## src/rtl/program_loader.sv

```systemverilog
// Boot-time program loader: receives a counted, checksummed byte stream, assembles
// instructions, writes them to program memory from address 0 and gates core halt.
module program_loader #(
    parameter int INST_WIDTH = 16,
    parameter int ADDR_WIDTH = 10
) (
    input  logic                  clock,
    input  logic                  reset,
    input  logic                  start,
    input  logic [7:0]            rx_data,
    input  logic                  rx_valid,
    output logic                  rx_ready,
    output logic                  mem_write,
    output logic [ADDR_WIDTH-1:0] mem_address,
    output logic [INST_WIDTH-1:0] mem_data,
    output logic                  core_halt,
    output logic                  load_done,
    output logic                  load_error
);

    localparam int BPI    = INST_WIDTH / 8;
    localparam int BIDX_W = (BPI > 1) ? $clog2(BPI) : 1;
    localparam logic [BIDX_W-1:0] LAST_BYTE = BIDX_W'(BPI - 1);
    localparam logic [16:0]       MAX_WORDS = 17'(2 ** ADDR_WIDTH);

    typedef enum logic [2:0] {
        S_IDLE   = 3'd0,
        S_CNT_LO = 3'd1,
        S_CNT_HI = 3'd2,
        S_DATA   = 3'd3,
        S_CHECK  = 3'd4,
        S_DONE   = 3'd5,
        S_ERROR  = 3'd6
    } state_t;

    state_t                 state_r;
    state_t                 state_s;
    logic [15:0]            count_r;
    logic [15:0]            count_s;
    logic [7:0]             csum_r;
    logic [ADDR_WIDTH-1:0]  word_idx_r;
    logic [BIDX_W-1:0]      byte_idx_r;
    logic [INST_WIDTH-1:0]  word_r;
    logic [INST_WIDTH-1:0]  word_s;
    logic                   rx_ready_s;
    logic                   xfer_s;
    logic                   arm_s;
    logic                   last_byte_s;
    logic                   last_word_s;
    logic                   mem_write_r;
    logic [ADDR_WIDTH-1:0]  mem_address_r;
    logic [INST_WIDTH-1:0]  mem_data_r;
    logic                   core_halt_r;
    logic                   load_done_r;
    logic                   load_error_r;

    // Handshake and stream-position decode.
    always_comb begin
        rx_ready_s = 1'b0;
        case (state_r)
            S_CNT_LO, S_CNT_HI, S_DATA, S_CHECK: rx_ready_s = 1'b1;
            default:                             rx_ready_s = 1'b0;
        endcase
        xfer_s      = rx_valid & rx_ready_s;
        arm_s       = start & ((state_r == S_IDLE) | (state_r == S_DONE) | (state_r == S_ERROR));
        count_s     = {rx_data, count_r[7:0]};
        last_byte_s = (byte_idx_r == LAST_BYTE);
        // 17-bit compare so a full 2**ADDR_WIDTH-word load terminates correctly.
        last_word_s = ((17'(word_idx_r) + 17'd1) == {1'b0, count_r});
        word_s      = word_r;
        word_s[8 * int'(byte_idx_r) +: 8] = rx_data;
    end

    // Next-state logic.
    always_comb begin
        state_s = state_r;
        case (state_r)
            S_IDLE, S_DONE, S_ERROR: begin
                if (start) state_s = S_CNT_LO;
                else       state_s = state_r;
            end
            S_CNT_LO: begin
                if (xfer_s) state_s = S_CNT_HI;
                else        state_s = state_r;
            end
            S_CNT_HI: begin
                if (!xfer_s)                          state_s = state_r;
                else if (count_s == 16'd0)            state_s = S_CHECK;
                else if ({1'b0, count_s} > MAX_WORDS) state_s = S_ERROR;
                else                                  state_s = S_DATA;
            end
            S_DATA: begin
                if (xfer_s && last_byte_s && last_word_s) state_s = S_CHECK;
                else                                      state_s = state_r;
            end
            S_CHECK: begin
                if (!xfer_s)              state_s = state_r;
                else if (rx_data == csum_r) state_s = S_DONE;
                else                      state_s = S_ERROR;
            end
            default: state_s = S_IDLE;
        endcase
    end

    // State register.
    always_ff @(posedge clock) begin
        if (reset) state_r <= S_IDLE;
        else       state_r <= state_s;
    end

    // Datapath: checksum, counters, word assembly and registered outputs.
    always_ff @(posedge clock) begin
        if (reset) begin
            count_r       <= 16'd0;
            csum_r        <= 8'd0;
            word_idx_r    <= '0;
            byte_idx_r    <= '0;
            word_r        <= '0;
            mem_write_r   <= 1'b0;
            mem_address_r <= '0;
            mem_data_r    <= '0;
            core_halt_r   <= 1'b1;
            load_done_r   <= 1'b0;
            load_error_r  <= 1'b0;
        end else begin
            mem_write_r  <= 1'b0;
            core_halt_r  <= (state_s != S_DONE);
            load_done_r  <= (state_s == S_DONE);
            load_error_r <= (state_s == S_ERROR);
            if (arm_s) begin
                count_r    <= 16'd0;
                csum_r     <= 8'd0;
                word_idx_r <= '0;
                byte_idx_r <= '0;
                word_r     <= '0;
            end else if (xfer_s) begin
                case (state_r)
                    S_CNT_LO: begin
                        count_r[7:0] <= rx_data;
                        csum_r       <= csum_r ^ rx_data;
                    end
                    S_CNT_HI: begin
                        count_r <= count_s;
                        csum_r  <= csum_r ^ rx_data;
                    end
                    S_DATA: begin
                        csum_r <= csum_r ^ rx_data;
                        word_r <= word_s;
                        if (last_byte_s) begin
                            byte_idx_r    <= '0;
                            mem_write_r   <= 1'b1;
                            mem_address_r <= word_idx_r;
                            mem_data_r    <= word_s;
                            word_idx_r    <= word_idx_r + ADDR_WIDTH'(1);
                        end else begin
                            byte_idx_r <= byte_idx_r + BIDX_W'(1);
                        end
                    end
                    default: begin
                        csum_r <= csum_r;
                    end
                endcase
            end else begin
                csum_r <= csum_r;
            end
        end
    end

    assign rx_ready    = rx_ready_s;
    assign mem_write   = mem_write_r;
    assign mem_address = mem_address_r;
    assign mem_data    = mem_data_r;
    assign core_halt   = core_halt_r;
    assign load_done   = load_done_r;
    assign load_error  = load_error_r;

endmodule
```

## config.mk

```make
export PLATFORM = sky130hd
export DESIGN_NAME = program_loader
export DESIGN_NICKNAME = d
export VERILOG_FILES = /design/src/rtl/program_loader.sv
export SDC_FILE = /design/constraint.sdc
export NUM_CORES = 1
export LEC_CHECK = 0
export CORE_MARGIN = 8
export CORE_UTILIZATION = 59
export CTS_CLUSTER_DIAMETER = 50
export CTS_CLUSTER_SIZE = 10
export DETAILED_ROUTE_END_ITERATION = 8
export PLACE_DENSITY_LB_ADDON = 0.1
export SLEW_MARGIN = 20
export SYNTH_ARGS = -nofsm -noshare
export SYNTH_HDL_FRONTEND = slang
export SYNTH_SLANG_ARGS = --single-unit
export TNS_END_PERCENT = 30
```

## constraint.sdc

```tcl
create_clock -name clock -period 5.77 [get_ports clock]
set_input_delay 0.577 -clock clock [delete_from_list [all_inputs] [get_ports clock]]
set_output_delay 0.577 -clock clock [all_outputs]
set_load 0.01 [all_outputs]
```

==> flow_summary.json <==
{
  "status": "finished clean",
  "ir_drop_uv": 171,
  "num_vias": 2998,
  "post_cts_resized": 0,
  "drt_iter0_markers": 174,
  "r2r-start": "word_idx_r[0]$_SDFFE_PP0P_",
  "ys_ff_latch": 76,
  "drv_cap": 0,
  "pwr_density_cell_mw_per_mm2": 270,
  "drt_first_pass_iters": 4,
  "numCtsBuffers": 9,
  "synth_ff_type": "dfxtp_1",
  "power_mw": 1.11,
  "post_cts_buffers": 0,
  "grt_pass1_wl_mm": 13.6,
  "start_util_pct": 60.1,
  "numPlacedInstances": 522,
  "hold_viol_final": 0,
  "period_minus_slack_ns": 2.44,
  "synth.distinct_cells": 52,
  "highest_layer": "met4",
  "syn_to_final_growth_pct": 17.1,
  "syn_area_mm2": 0.00352,
  "slew_headroom_pct": 30.2,
  "slew_viol_final": 0,
  "antenna_found_initial": 0,
  "multiInputGateArea_mm2": 0.00184,
  "grt_pass1_vias": 2832,
  "synthesis.nets": 448,
  "internal-power_mw": 0.836,
  "wirelength_mm": 8.24,
  "final_cells": 538,
  "layout_common_cells": "nand2_1 (107), dfxtp_1 (76), a21oi_1 (51)",
  "final_nets": 471,
  "clockPowerShare_pct": 40.6,
  "clockBufferDepth": 2,
  "cp-endpoint": "word_idx_r[2]$_SDFFE_PP0P_",
  "area.sequential_mm2": 0.00152,
  "period_share_pct": 42.3,
  "htreeDepth": 3,
  "die_width_um": 93.2,
  "path_clk_slew_ns": 0.08,
  "port_buffers": 42,
  "avgRoutedWirePerCell_um": 15.3,
  "n_antenna_cell": 0,
  "critPathKind": "primary input to register",
  "min_path_type": "register to register",
  "ys_warn_count": 0,
  "drtAntennaViolNets": 0,
  "tns_ns": 0,
  "coreArea_mm2": 0.00585,
  "yosysSeqAreaShare_pct": 43.2,
  "rsz0062_at_grt": "no",
  "clkLatencyLatePin_ns": 0.35,
  "synthCells": 435,
  "r2r_cells": 7,
  "cp-start-kind": "primary input",
  "yosysTopAreaCell": "dfxtp_1",
  "grt_usage_pct": 19.4,
  "rows": 28,
  "detail_route.vias_per_cell": 5.57,
  "final_common_cell": "nand2_1",
  "critPathCaptureType": "register",
  "cp.arrival_ns": 2.72,
  "power.leakage_nw": 1.32,
  "grt_max_degree": 34,
  "grt_remaining_overflow": 0,
  "rrSetupSlack_ns": 3.46,
  "path_max_fanout": 29,
  "cts.sinks": 76,
  "pwr-share-seq_pct": 49.3,
  "crit_start": "rx_valid",
  "finalSetupViolCount": 0,
  "pin_count": 43,
  "worst_pin_slew_ns": 1.05,
  "place_congestion": 0.848,
  "drive_above_1_share_pct": 6.70,
  "postCtsHoldBufs": 0,
  "drc": 0,
  "postSynthAreaPerCell_um2": 8.09,
  "pwr-share-comb_pct": 10.1,
  "skew_ns": 0.00811,
  "dieHeight_um": 93.2,
  "dp_hpwl_mm": 5.61,
  "swShare_pct": 25.0,
  "critPathRequiredTime_ns": 6.06,
  "cts-root-buf": "clkbuf_8",
  "dieArea_mm2": 0.00869,
  "yosysTopAreaCellShare_pct": 43.2,
  "switchingPower_mw": 0.278,
  "ys_top_cells_by_area": "dfxtp_1 (43%), nand2_1 (11%), a21oi_1 (7.3%)",
  "synth_edf_count": 0,
  "synthArstFlopShare_pct": 0,
  "met2_length_mm": 4.08,
  "wl_met1_mm": 3.65,
  "fill_cells": 491,
  "cts_tree": "yes",
  "fmax_ghz": 0.410,
  "wl_met3_um": 413,
  "reg2reg_to": "state_r[0]$_SDFF_PP0_",
  "whs_ns": 0.452
}
[area by class of cell]
cell class / count / area share, %
clock buffers: 11 / 3.43
clock inverters: 5 / 2.03
inverters: 1 / 0.0911
multi-input cells: 325 / 44.6
flip-flops and latches: 76 / 36.9
well taps: 75 / 2.28
repair buffers: 45 / 10.6
[power by group through the flow]
stage | sequential, mW | combinational, mW | clock, mW
CTS | 0.549 | 0.113 | 0.461
finish | 0.549 | 0.112 | 0.452
global route | 0.551 | 0.124 | 0.480
global placement | 0.561 | 0.110 | 0
floorplan | 0.553 | 0.0869 | 0
detailed placement | 0.561 | 0.112 | 0
[metrics by stage]
stage / cell area, um^2 / worst slack, ns / utilization [%]
6_report: 4120 / 3.33 / 70.4
5_1_grt: 4120 / 3.08 / 70.4
4_1_cts: 4130 / 3.13 / 70.5
3_5_place_dp: 3900 / 2.80 / 66.7
3_3_place_gp: 3900 / 2.86 / 66.7
2_1_floorplan: 3520 / 3.77 / -
[kinds of logic (layout without fill, tap and decap cells)]
family                     after synthesis  count (layout)  share of synthesized area [%]
adders and majority gates                1               1                          0.356
muxes                                    8               8                           2.28
AOI/OAI and AO/OA                       73              73                           12.3
and+or+nand+nor                        204             204                           27.6
xor gates and xnor gates                39              39                           9.71
DFF                                     76              76                           43.2
buffers and inverters                   34              62                           4.52
[critical path, stage by stage]
cell	delay (ns)
clkdlybuf4s50_1	0.56
nor2b_1	0.28
and3_1	0.89
nand2_1	0.15
xor2_1	0.17
nor2_1	0.09
[how the worst min path moves through the flow]
stage	from	to	cells after the start
finish	word_r[7]$_SDFFE_PP0P_	mem_data[7]$_SDFFE_PP0P_	2
global route	mem_address[4]$_SDFFE_PP0P_	mem_address[4]$_SDFFE_PP0P_	2
CTS	word_r[7]$_SDFFE_PP0P_	mem_data[7]$_SDFFE_PP0P_	2
detailed placement	mem_data[5]$_SDFFE_PP0P_	mem_data[5]$_SDFFE_PP0P_	2
global placement	count_r[13]$_SDFFE_PP0P_	count_r[13]$_SDFFE_PP0P_	2
floorplan	word_r[0]$_SDFFE_PP0P_	mem_data[0]$_SDFFE_PP0P_	2
[cells in the mapped netlist (2+ instances only)]
cell type	n
a21o_1	3
clkbuf_1	14
nor2b_1	4
xor2_1	18
and2_1	2
nor3_1	5
nand2_1	107
or3_1	2
buf_2	16
nor4b_1	3
mux2i_1	8
nand3b_1	4
nor4_1	3
o21ai_0	3
a31oi_1	2
dfxtp_1	76
nand4_1	9
nand3_1	8
a21oi_1	51
nor4_2	4
nor2_1	38
xnor2_1	21
nand2b_1	5
[sequential cells by signal, indices dropped and copies added (netlist names)]
name	count
load_error	1
byte_idx_r	1
mem_address	10
state_r	3
csum_r	8
count_r	16
mem_data	16
word_r	8
load_done	1
mem_write	1
word_idx_r	10
core_halt	1
[metal layers]
| layer | track usage, % | vias to the layer above |
|---|---|---|
| met5 | 0 | - |
| met4 | 6.44 | 0 |
| met3 | 4.33 | 10 |
| met2 | 33.2 | 70 |
| met1 | 23.5 | 1412 |
| li1 | - | 1506 |
Power figures use the tool's default switching activity.
